$ cat config.mk
export PLATFORM = sky130hd
export DESIGN_NAME = axi4_lite_read_regbank_flat
export DESIGN_NICKNAME = d
export VERILOG_FILES = /design/src/rtl/axi4_lite_read_regbank_if.sv /design/src/rtl/axi4_lite_read_regbank.sv /design/src/flat_wrapper.sv
export SDC_FILE = /design/constraint.sdc
export NUM_CORES = 1
export LEC_CHECK = 0
export ABC_AREA = 1
export CAP_MARGIN = 10
export CORE_AREA = 2 2 134 136
export CTS_CLUSTER_SIZE = 20
export DETAILED_ROUTE_END_ITERATION = 6
export DIE_AREA = 0 0 136 138
export HOLD_SLACK_MARGIN = 0.15
export PLACE_DENSITY = 0.75
export SYNTH_ARGS = -nofsm -noshare
export SYNTH_HDL_FRONTEND = slang
export SYNTH_SLANG_ARGS = --single-unit
$ cat constraint.sdc
create_clock -name clk_i -period 5.57 [get_ports clk_i]
set_clock_uncertainty 0.15 [all_clocks]
set_input_delay 1.3925 -clock clk_i [delete_from_list [all_inputs] [get_ports clk_i]]
set_output_delay 1.3925 -clock clk_i [all_outputs]
set_load 0.01 [all_outputs]
$ cat src/rtl/axi4_lite_read_regbank_if.sv
// AXI4-Lite read channel bundle (AR + R) between a read master and the register bank.
// No logic of its own; latency and backpressure are defined by the attached slave.
// Signal suffixes are named from the slave's point of view (_i into the bank, _o out of it).
interface axi4_lite_read_regbank_if #(
    parameter int ADDRESS_SIZE = 32,
    parameter int DATA_SIZE    = 32
);
    logic [ADDRESS_SIZE-1:0] read_address_i;
    logic                    read_address_valid_i;
    logic                    read_address_ready_o;
    logic [DATA_SIZE-1:0]    read_data_o;
    logic [1:0]              read_data_response_o;
    logic                    read_data_valid_o;
    logic                    read_data_ready_i;

    modport master (
        output read_address_i,
        output read_address_valid_i,
        output read_data_ready_i,
        input  read_address_ready_o,
        input  read_data_o,
        input  read_data_response_o,
        input  read_data_valid_o
    );

    modport slave (
        input  read_address_i,
        input  read_address_valid_i,
        input  read_data_ready_i,
        output read_address_ready_o,
        output read_data_o,
        output read_data_response_o,
        output read_data_valid_o
    );
endinterface

$ cat src/rtl/axi4_lite_read_regbank.sv
// AXI4-Lite read-only register bank: decodes AR addresses into a flat register vector.
// Latency: response valid one cycle after the AR handshake when the response FIFO is empty.
// Backpressure: 2-entry response FIFO; AR ready drops while both entries are occupied.
// Optional: define AXI4_LITE_READ_REGBANK_ERR_COUNT_EN to build the saturating SLVERR counter.
// DATA_SIZE must be 32 or 64; REG_COUNT must be at least 1.
module axi4_lite_read_regbank #(
    parameter int                    ADDRESS_SIZE = 32,
    parameter int                    DATA_SIZE    = 32,
    parameter int                    REG_COUNT    = 8,
    parameter logic [ADDRESS_SIZE-1:0] BASE_ADDRESS = '0
) (
    input  logic                           clk_i,
    input  logic                           rst_clk_ni,
    axi4_lite_read_regbank_if.slave        bus,
    input  logic [REG_COUNT*DATA_SIZE-1:0] register_data_i,
    output logic [15:0]                    error_count_o
);

    localparam int                      OFS_BITS  = (DATA_SIZE == 64) ? 3 : 2;
    localparam logic [ADDRESS_SIZE-1:0] IDX_LIMIT = ADDRESS_SIZE'(REG_COUNT);
    localparam logic [1:0]              RESP_OKAY   = 2'b00;
    localparam logic [1:0]              RESP_SLVERR = 2'b10;

    typedef struct packed {
        logic [DATA_SIZE-1:0] data;
        logic [1:0]           resp;
    } entry_t;

    typedef enum logic [1:0] {
        EMPTY = 2'd0,
        ONE   = 2'd1,
        FULL  = 2'd2
    } fifo_state_e;

    fifo_state_e             state_q, state_d;
    entry_t                  head_q, tail_q;
    entry_t                  new_entry;
    logic                    ready_q, ready_d;
    logic                    push, pop;
    logic                    load_head_new, load_tail_new, shift_tail;
    logic [ADDRESS_SIZE-1:0] offset;
    logic [ADDRESS_SIZE-1:0] reg_idx;

    assign push = bus.read_address_valid_i && ready_q;
    assign pop  = (state_q != EMPTY) && bus.read_data_ready_i;

    // Address decode; the subtraction wraps so addresses below the base land far out of range.
    always_comb begin
        offset    = bus.read_address_i - BASE_ADDRESS;
        reg_idx   = offset >> OFS_BITS;
        new_entry = '0;
        new_entry.resp = RESP_SLVERR;
        if ((offset[OFS_BITS-1:0] == '0) && (reg_idx < IDX_LIMIT)) begin
            new_entry.resp = RESP_OKAY;
            for (int k = 0; k < REG_COUNT; k++) begin
                if (reg_idx == ADDRESS_SIZE'(k)) begin
                    new_entry.data = register_data_i[k*DATA_SIZE +: DATA_SIZE];
                end
            end
        end
    end

    // FIFO occupancy register.
    always_ff @(posedge clk_i) begin
        if (!rst_clk_ni) begin
            state_q <= EMPTY;
        end else begin
            state_q <= state_d;
        end
    end

    // FIFO next state and entry load controls; head is always the oldest response.
    always_comb begin
        state_d       = state_q;
        load_head_new = 1'b0;
        load_tail_new = 1'b0;
        shift_tail    = 1'b0;
        case (state_q)
            EMPTY: begin
                if (push) begin
                    state_d       = ONE;
                    load_head_new = 1'b1;
                end
            end
            ONE: begin
                if (push && pop) begin
                    load_head_new = 1'b1;
                end else if (push) begin
                    state_d       = FULL;
                    load_tail_new = 1'b1;
                end else if (pop) begin
                    state_d = EMPTY;
                end
            end
            FULL: begin
                // AR ready is low here, so only a pop can happen.
                if (pop) begin
                    state_d    = ONE;
                    shift_tail = 1'b1;
                end
            end
            default: state_d = EMPTY;
        endcase
        ready_d = (state_d != FULL);
    end

    // Response storage and registered AR ready.
    always_ff @(posedge clk_i) begin
        if (!rst_clk_ni) begin
            head_q  <= '0;
            tail_q  <= '0;
            ready_q <= 1'b0;
        end else begin
            ready_q <= ready_d;
            if (load_head_new) begin
                head_q <= new_entry;
            end else if (shift_tail) begin
                head_q <= tail_q;
            end
            if (load_tail_new) begin
                tail_q <= new_entry;
            end
        end
    end

    assign bus.read_address_ready_o = ready_q;
    assign bus.read_data_valid_o    = (state_q != EMPTY);
    assign bus.read_data_o          = head_q.data;
    assign bus.read_data_response_o = head_q.resp;

`ifdef AXI4_LITE_READ_REGBANK_ERR_COUNT_EN
    logic [15:0] err_cnt_q, err_cnt_d;

    // Count SLVERR responses as they are handed over, sticking at all-ones.
    always_comb begin
        err_cnt_d = err_cnt_q;
        if (pop && (head_q.resp == RESP_SLVERR) && (err_cnt_q != 16'hFFFF)) begin
            err_cnt_d = err_cnt_q + 16'd1;
        end
    end

    // Error counter register.
    always_ff @(posedge clk_i) begin
        if (!rst_clk_ni) begin
            err_cnt_q <= 16'h0000;
        end else begin
            err_cnt_q <= err_cnt_d;
        end
    end

    assign error_count_o = err_cnt_q;
`else
    assign error_count_o = 16'h0000;
`endif

endmodule
$ cat src/flat_wrapper.sv
// flat-port wrapper written by rule: the top's interface ports become plain ports
module axi4_lite_read_regbank_flat 
#(
    parameter int                    ADDRESS_SIZE = 32,
    parameter int                    DATA_SIZE    = 32,
    parameter int                    REG_COUNT    = 8,
    parameter logic [ADDRESS_SIZE-1:0] BASE_ADDRESS = '0
)
  (clk_i, rst_clk_ni, register_data_i, error_count_o, bus_read_address_i, bus_read_address_valid_i, bus_read_data_ready_i, bus_read_address_ready_o, bus_read_data_o, bus_read_data_response_o, bus_read_data_valid_o);
  axi4_lite_read_regbank_if #(.ADDRESS_SIZE(ADDRESS_SIZE), .DATA_SIZE(DATA_SIZE)) bus_i ();
  input  logic clk_i;
  input  logic rst_clk_ni;
  input  logic [REG_COUNT*DATA_SIZE-1:0] register_data_i;
  output logic [15:0] error_count_o;
  input wire logic [$bits(bus_i.read_address_i)-1:0] bus_read_address_i;
  input wire logic [$bits(bus_i.read_address_valid_i)-1:0] bus_read_address_valid_i;
  input wire logic [$bits(bus_i.read_data_ready_i)-1:0] bus_read_data_ready_i;
  output wire logic [$bits(bus_i.read_address_ready_o)-1:0] bus_read_address_ready_o;
  output wire logic [$bits(bus_i.read_data_o)-1:0] bus_read_data_o;
  output wire logic [$bits(bus_i.read_data_response_o)-1:0] bus_read_data_response_o;
  output wire logic [$bits(bus_i.read_data_valid_o)-1:0] bus_read_data_valid_o;
  assign bus_i.read_address_i = bus_read_address_i;
  assign bus_i.read_address_valid_i = bus_read_address_valid_i;
  assign bus_i.read_data_ready_i = bus_read_data_ready_i;
  assign bus_read_address_ready_o = bus_i.read_address_ready_o;
  assign bus_read_data_o = bus_i.read_data_o;
  assign bus_read_data_response_o = bus_i.read_data_response_o;
  assign bus_read_data_valid_o = bus_i.read_data_valid_o;
  axi4_lite_read_regbank #(.ADDRESS_SIZE(ADDRESS_SIZE), .DATA_SIZE(DATA_SIZE), .REG_COUNT(REG_COUNT), .BASE_ADDRESS(BASE_ADDRESS)) u_core (.clk_i(clk_i), .rst_clk_ni(rst_clk_ni), .bus(bus_i), .register_data_i(register_data_i), .error_count_o(error_count_o));
endmodule
* Yosys cells after proc, flatten, opt, wreduce, memory -nomap -nowiden
Index checks and enable logic that the tools add are counted.
** Cells by class
- $lt $le $gt $ge :: 1
- Eq/ne operators :: 10
- Muxes and demuxes :: 24
- Reductions and logical operators :: 9
** Operators by type and width (number)
- 2-to-1 mux 32 bit :: 8
- == test 30 x 3 -> 1 bit (second input constant) :: 4
- 2-to-1 mux 34 bit :: 3
- == test 30 x 2 -> 1 bit (second input constant) :: 2
- zero test 32 bit :: 1
- == test 30 x 1 -> 1 bit (second input constant) :: 1
- less-than comparator 30 x 4 -> 1 bit (second input constant) :: 1
- 2-to-1 mux 2 bit :: 5
- 2-to-1 mux 1 bit :: 6
- case mux 2 bit (3 select lines) :: 1
- logical AND 1 bit :: 4
- zero test 2 bit :: 2
- nonzero test 2 bit :: 2
- == test 2 x 1 -> 1 bit (second input constant) :: 1
- == test 2 bit (second input constant) :: 1
- != test 2 bit (second input constant) :: 1
- case mux 1 bit (2 select lines) :: 1
** Storage, ports and cells
- Bits in registers :: 71
- Output and inout bits :: 52

* Logic depth before layout (Yosys ltp)
Gate-level depths: netlist of the first run.
- Depth after elaboration :: 11
- Gate-level depth with buffers :: 16

* Worst setup path before layout of the first run
No wires, ideal clock.
- Kind :: input to register
- Start point :: in bus_read_address_i[27]
- End point :: reg u_core.head_q (netlist bit u_core.bus.read_data_o[20])
- Library setup time :: 0.135 ns
- Arrival time :: 2.795 ns
- Slack :: 2.490 ns
- Cell stages on the path :: 13
- Buffers on the path :: 2
- Path through :: nor2_1 -> nand2_1 -> nor2_2 -> nand2_4 -> nor2_8 -> buf_8 -> nand2_4 -> clkbuf_1 -> or2_1 -> nand3_1 -> nand2_1 -> nand2_1 -> a21oi_2
** On the way
- Word-level cells in the longest chain between the ends :: 11
- Elaborated cells between the ends (all ways) :: 20
** RTL lines
- start: declaration :: line flat_wrapper.sv:15 : input wire logic [$bits(bus_i.read_address_i)-1:0] bus_read_address_i;
- zero test 32 bit :: line axi4_lite_read_regbank.sv:56 : if (reg_idx == ADDRESS_SIZE'(k)) begin
- 2-to-1 mux 32 bit (8 in a row) :: line axi4_lite_read_regbank.sv:56
- 2-to-1 mux 34 bit * :: line axi4_lite_read_regbank.sv:53 : if ((offset[OFS_BITS-1:0] == '0) && (reg_idx < IDX_LIMIT)) begin
- 2-to-1 mux 34 bit * :: line axi4_lite_read_regbank.sv:115 : if (load_head_new) begin
- end signal: assignment :: line axi4_lite_read_regbank.sv:116 : head_q <= new_entry;
- end signal: assignment :: line axi4_lite_read_regbank.sv:118 : head_q <= tail_q;
- end: declaration :: line axi4_lite_read_regbank.sv:36 : entry_t head_q, tail_q;
Mark *: on every way between the ends. The rest lies on a longest branch, timed or not.
A chain may end at the register's enable or synchronous reset.

* Final worst setup path of the first run
- Start point :: in bus_read_address_i[19]
- End point :: reg u_core.head_q (netlist bit u_core.bus.read_data_o[22])
The elaborated chain is that of the path after synthesis.

==> results by group, run 1 <==
Status
  – Status: finished, final reports clean

Clock tree
  – Clk sinks: 69
  – CTS Buf Count: 9
  – Worst-path clk slew: around 60 ps
  – CTS root buf: clkbuf_16
  – Resized cells post-CTS: 0
  – Setup bufs post-CTS: 0
  – Clk_lat worst skew: approximately 340 ps
  – CTS max path bufs: 2
  – H-tree level count: 3
  – Hold Buf Count CTS: 0
  – TritonCTS clock tree: yes

Pwr
  – Tot Pwr: roughly 1.4 mW
  – Switching Share: 23.9%
  – Power density cells: ~150 nW/um^2
  – Maximum vdd drop: about 0.00014 V
  – NetSw: 0.340 mW
  – Clk pwr share: around 40%
  – Pint: roughly 1.1 mW
  – LEAKAGE: 3.92 nW
  – Combinational power share: a little under a quarter
  – Flop pwr share: a little over a third

Route
  – Router iterations before antenna repair: 5
  – Drt total wl: between 20,000 and 30,000 um
  – Vias per cell: ~5
  – Drt drc: 0
  – Vias: between 7,000 and 8,000
  – Final ANT Viol Nets: 0
  – Initial DRC Count: a little over 400
  – Drt wl/cell: ~17 um

Global route
  – Overflow after GRT: 0
  – First-pass GRT wire length: about 38,000 um
  – GRT Total Usage: about a quarter
  – Initial antenna violation count: 2
  – Largest net degree at the start of global routing: 66
  – Vias in the first global route: a little over 7,000

Logic synthesis
  – Post-synth EDFFs: 0
  – Area leader, netlist: dfxtp_1
  – Main synth FF type: dfxtp_1
  – Library cells used by synthesis: 38
  – Count leader, synth: nand2_1
  – Synthesis Warnings: 0
  – Async set-reset flop share out of synthesis: 0%
  – Post-synthesis cell area: between 6000 and 7000 um^2
  – Cells after synthesis: roughly 1,000
  – Sequential cell area fraction in the yosys report: around 22%
  – Top post-synthesis cells by count: nand2_1, nand3_1, inv_1
  – Post-Syn Area per Cell: about 6 um^2
  – Yosys reg bits: 69
  – Top post-synthesis cells by area: dfxtp_1, nand2_1, nand3_1
  – Yosys top cell area share: ~22%

Job
  – # Max-Cap Violations: 0

Cells and area
  – Multi-input gate area: a little under 4000 um^2
  – Fraction of layout cells with a size suffix above 1: 9.72%
  – Antenna diodes: 0
  – Register area: 1380 um^2
  – Number of nets in the layout: 1,574
  – Post-route insts no fill: 1,515
  – P&R area growth vs syn: 55.8%
  – Fill cells: approximately 1,700

Worst setup path
  – CP arrival: between 4000 and 5000 ps
  – Worst-path fanout max: 27
  – Setup CP Type: in2reg
  – Startpoint types: input port
  – Flop2flop setup slack: around 3200 ps
  – CP endpoint kind: flip-flop
  – Worst Path Required: 5690 ps

Placed design
  – Gpl congestion: roughly 0.95
  – Port buffer count: between 300 and 400
  – Post-Place Setup Slack: 1060 ps
  – Dpl cells: around 1,500
  – DP Wirelength: about 19,000 um

Die
  – Die ar.: between 15,000 and 20,000 um^2
  – Die height: between 100 and 150 um
  – FP Rows: 49
  – Chip Width: between 100 and 150 um
  – CORE AREA: between 15,000 and 20,000 um^2
  – Top Ports: 344
  – Initial Util: 35.0%

Timing
  – Min Tclk post-route: 4160 ps
  – Final period utilization: 74.7%
  – Max transition margin: 20.7%
  – Final hold vios: 0
  – Final setup fails: 0
  – Worst-margin pin slew: ~1200 ps
  – Setup TNS: 0 ps
  – RSZ-0062 raised after global routing: no
  – Final worst slack: approximately 1400 ps
  – Max Clk Rate: ~0.24 GHz
  – Max-slew violation count: 0

Min path
  – Min-Delay Path Class: reg2reg
through the flow:
step	hold slack, ps	cell area, um^2	utilization, %
final	313	9570	54.6
after floorplan	293	6200	-
after global routing	326	9570	54.6
after CTS	314	9570	54.6
after detailed placement	305	9270	52.8
after global placement	304	9270	52.8
power by group through the flow:
stage / logic (mW) / registers (mW) / clock network, mW
global placement: 0.333 / 0.525 / 0
detailed placement: 0.333 / 0.525 / 0
finish: 0.335 / 0.515 / 0.575
floorplan: 0.0979 / 0.528 / 0
CTS: 0.335 / 0.515 / 0.584
global route: 0.360 / 0.516 / 0.608
final timing paths:
check | startpoint | to | cells past startpoint
setup / recovery | bus_read_address_i[19] | u_core.bus.read_data_o[22] | 17
hold reg to reg | u_core.bus.read_data_o[11] | u_core.bus.read_data_o[11] | 2
hold / removal | u_core.bus.read_data_o[11] | u_core.bus.read_data_o[11] | 2
setup reg to reg | u_core.state_q[0] | u_core.bus.read_data_o[7] | 9
state kept, by name, indices dropped and copies added, names as in the netlist:
| signal | flops |
|---|---|
| u_core.bus.read_data_o | 32 |
| u_core.bus.read_data_response_o | 1 |
| u_core.bus.read_address_ready_o | 1 |
| u_core.tail_q | 33 |
| u_core.state_q | 2 |
critical path, cell delays in order:
cell	delay [ps]
clkdlybuf4s50_1	440
nor2_1	110
nand2_1	130
nor2_4	170
nand2_4	100
nor2_8	260
buf_4	360
nand2_4	170
inv_2	410
nand2_1	100
nand2_1	80
inv_1	60
nand4_1	140
nand3_1	110
nand2_1	80
nand2_1	60
a21oi_1	110
layout make-up:
cell class	instances	area share, %
Sequential cell	69	14.4
Inverter	97	3.81
Timing Repair Buffer	334	34.7
Clock buffer	10	2.50
Clock inverter	5	0.628
Tap cell	229	3.00
Multi-Input combinational cell	771	40.9
layout by cell type (no fill, tap or decap), drive strengths merged, types with 8 or more instances in the layout:
master / synthesis / final
conb: 1 / 17
a21oi: 69 / 69
clkbuf: 31 / 10
nand2: 306 / 306
buf: 46 / 8
nand4: 28 / 28
o21ai: 46 / 46
o21a: 31 / 31
clkdlybuf4s50: 0 / 326
dfxtp: 69 / 69
nand3: 133 / 133
or2: 39 / 39
inv: 94 / 95
nor2: 94 / 94
routing by layer:
metal,GRT usage (%),vias up,share of wire (%)
met5,0,-,0.084
met4,10.1,4,3.9
met3,7.00,55,8.6
met2,44.1,329,46
met1,31.2,3322,41
li1,-,3740,-
cells by family (layout without fill, tap and decap cells):
kind of cell	after synthesis	in the layout	synth area share (%)
buffers and inverters	174	446	14.9
AO/OA/AOI/OAI	146	146	14.1
flip-flops	69	69	22.5
AND/OR/NAND/NOR	608	608	48.4
other	1	17	0.0611
No activity file was read; power rests on OpenSTA's default activity.
==> inputs of run 2 (changes only) <==
--- a/config.mk
+++ b/config.mk
@@ -7,12 +7,12 @@
 export LEC_CHECK = 0
 export ABC_AREA = 1
 export CAP_MARGIN = 10
-export CORE_AREA = 2 2 134 136
+export CORE_AREA = 2 2 135 137
 export CTS_CLUSTER_SIZE = 20
 export DETAILED_ROUTE_END_ITERATION = 6
-export DIE_AREA = 0 0 136 138
+export DIE_AREA = 0 0 137 139
 export HOLD_SLACK_MARGIN = 0.15
-export PLACE_DENSITY = 0.75
+export PLACE_DENSITY = 0.74
 export SYNTH_ARGS = -nofsm -noshare
 export SYNTH_HDL_FRONTEND = slang
 export SYNTH_SLANG_ARGS = --single-unit
==> constraint.sdc (replaced) <==
create_clock -name clk_i -period 4.3 [get_ports clk_i]
set_clock_uncertainty 0.15 [all_clocks]
set_input_delay 1.075 -clock clk_i [delete_from_list [all_inputs] [get_ports clk_i]]
set_output_delay 1.075 -clock clk_i [all_outputs]
set_load 0.01 [all_outputs]
==> run 2 against run 1 <==
Global-route usage increased by 1.2 points. Utilization about the same. Wire length increased by 5.7%. Via count increased by 0.43%. Die area increased by 1.5%. Worst hold slack improved by 3.0 ps. First-iteration DRC count decreased by 7.8%. Total power increased by 31%. Clock power increased by 33%. Combinational power increased by 31%. Largest power group unchanged. Setup slack got worse by 630 ps. Non-clock buffer count increased by 7.
==> results by group, run 2 (same netlist as run 1, synthesis figures left out) <==
Cells and area
  – Multi-input gate area: 3910 um^2 (unchanged)
  – Number of nets in the layout: 1,581 (+0.44%)
  – Commonest non-fill, non-tap cells in the layout: clkdlybuf4s50_1, nand2_1, nand3_1
  – Reg with most FFs: u_core.tail_q
  – Post-route insts no fill: 1,524 (+0.59%)
  – Fin area: 9630 um^2 (+0.68%)
  – P&R area growth vs syn: 56.9%
  – Commonest non-fill, non-tap cell in the layout: clkdlybuf4s50_1
  – Number of flip-flops in the largest register: 33 (unchanged)
  – Register area: 1380 um^2 (unchanged)
  – Layout Utilization: 54.5% (about the same)
  – Fill cells: 1,749 (+1.7%)
  – Fraction of layout cells with a size suffix above 1: 10.3% (+0.56 points)

Route
  – Drt total wl: 26,600 um (+5.7%)
  – Vias per cell: 4.91 (-0.16%)
  – Vias: 7,482 (+0.43%)
  – Initial DRC Count: 378 (-7.8%)
  – Drt wl/cell: 17.4 um (+5.1%)
  – Router iterations before antenna repair: 6 (+1)
  – Drt drc: 0 (unchanged)
  – Final ANT Viol Nets: 0 (unchanged)

Global route
  – Largest net degree at the start of global routing: 66 (unchanged)
  – Overflow after GRT: 0 (unchanged)
  – GRT Total Usage: 27.3% (+1.2 points)
  – Initial antenna violation count: 4 (+2)
  – First-pass GRT wire length: 39,600 um (+3.5%)
  – Vias in the first global route: 7,144 (-0.29%)

Placed design
  – Gpl congestion: 0.948 (about the same)
  – Dpl cells: 1,507 (+0.47%)
  – DP Wirelength: 20,500 um (+5.6%)
  – Port buffer count: 326 (unchanged)
  – Placement-stage cell area: 9320 um^2 (+0.57%)
  – Post-Place Setup Slack: 438 ps (-621 ps)

Timing
  – Max Clk Rate: around 0.28 GHz
  – Final setup fails: 0 (unchanged)
  – Setup TNS: 0 ps (unchanged)
  – Worst-margin pin slew: 678 ps (-510 ps)
  – Final period utilization: 81.9%
  – Max transition margin: 54.8% (+34 points)
  – Max-slew violation count: 0 (unchanged)
  – RSZ-0062 raised after global routing: no
  – Final worst slack: 778 ps (-630 ps)
  – Final hold vios: 0 (unchanged)
  – Min Tclk post-route: ~3500 ps
  – Worst hold margin: 316 ps (+2.99 ps)

Clock tree
  – Setup bufs post-CTS: 0 (unchanged)
  – CTS Buf Count: 9 (unchanged)
  – Clk sinks: 69 (unchanged)
  – Resized cells post-CTS: 0 (unchanged)
  – Clk_lat worst skew: 340 ps (about the same)
  – Hold Buf Count CTS: 0 (unchanged)
  – Worst-path clk slew: 60 ps (about the same)
  – CTS max path bufs: 2 (unchanged)
  – TritonCTS clock tree: yes
  – CTS root buf: clkbuf_16
  – H-tree level count: 3 (unchanged)

Min path
  – Min-Delay Path Class: reg2reg

Pwr
  – Tot Pwr: 1.87 mW (+31%)
  – LEAKAGE: 3.96 nW (+1.1%)
  – Maximum vdd drop: 0.000217 V (+54%)
  – Power density cells: 194 nW/um^2 (+31%)

Worst setup path
  – Worst Path Required: 4420 ps (-1270 ps)
  – CP endpoint kind: flip-flop
  – CP arrival: 3640 ps (-640 ps)
  – Setup CP Type: in2reg
  – Startpoint types: input port
  – Worst-path fanout max: 24 (-11%)

Die
  – FP Rows: 49 (unchanged)
  – Initial Util: 34.8% (-0.24 points)
  – Top Ports: 344 (unchanged)
  – CORE AREA: 17,700 um^2 (+0.70%)
  – Die height: 139 um (+0.72%)
  – Chip Width: 137 um (+0.74%)
  – Die ar.: 19,000 um^2 (+1.5%)

Job
  – # Max-Cap Violations: 0 (unchanged)

Status
  – Status: finished, final reports clean
run 2: cell types whose count changed in the layout (fill, tap and decap cells not counted), sizes merged:
cell	before	now
buf	8	15
clkinv	5	7
clkinvlp	1	0
diode	0	1
run 2: worst paths after layout:
path,from,endpoint,slack (ps),cells after the start
setup / recovery,bus_read_address_i[28],u_core.bus.read_data_o[18],780,14
hold / removal,u_core.bus.read_data_o[31],u_core.bus.read_data_o[31],320,2
setup reg to reg,u_core.state_q[0],u_core.bus.read_data_o[7],2280,8
hold reg to reg,u_core.bus.read_data_o[31],u_core.bus.read_data_o[31],320,2
run 2: cell type report:
| cell class | count | share of cell area, % |
|---|---|---|
| flip-flops and latches | 69 | 14.3 |
| clock inverters | 6 | 0.728 |
| well taps | 229 | 2.98 |
| multi-input cells | 771 | 40.6 |
| clock buffers | 10 | 2.48 |
| diodes | 1 | 0.0260 |
| inverters | 97 | 3.78 |
| repair buffers | 341 | 35.1 |
run 2: critical path, cell delays in order:
cell and delay [ps]:
clkdlybuf4s50_1 450, nor2_1 110, nand2_1 80, nor2_2 170, nand2_4 110, nor2_8 290, nand2_1 280, inv_2 440
nand2_1 100, nand4_1 150, nand3_1 110, nand2_1 80, nand2_1 70, a21oi_1 110
run 2: per-layer routing:
metal,vias to the layer above,GRT usage (%),wire [um]
met1,3342,33.3,11000
met5,-,0,38
met2,325,45.6,12400
li1,3754,-,-
met4,6,8.46,849
met3,55,8.19,2290
run 2: where the power goes:
group,switching [mW],leakage (nW),internal [mW]
Combinational,0.153,3.25,0.286
Sequential,0.0102,0.558,0.657
Clock,0.297,0.153,0.468
Total,0.461,3.96,1.41
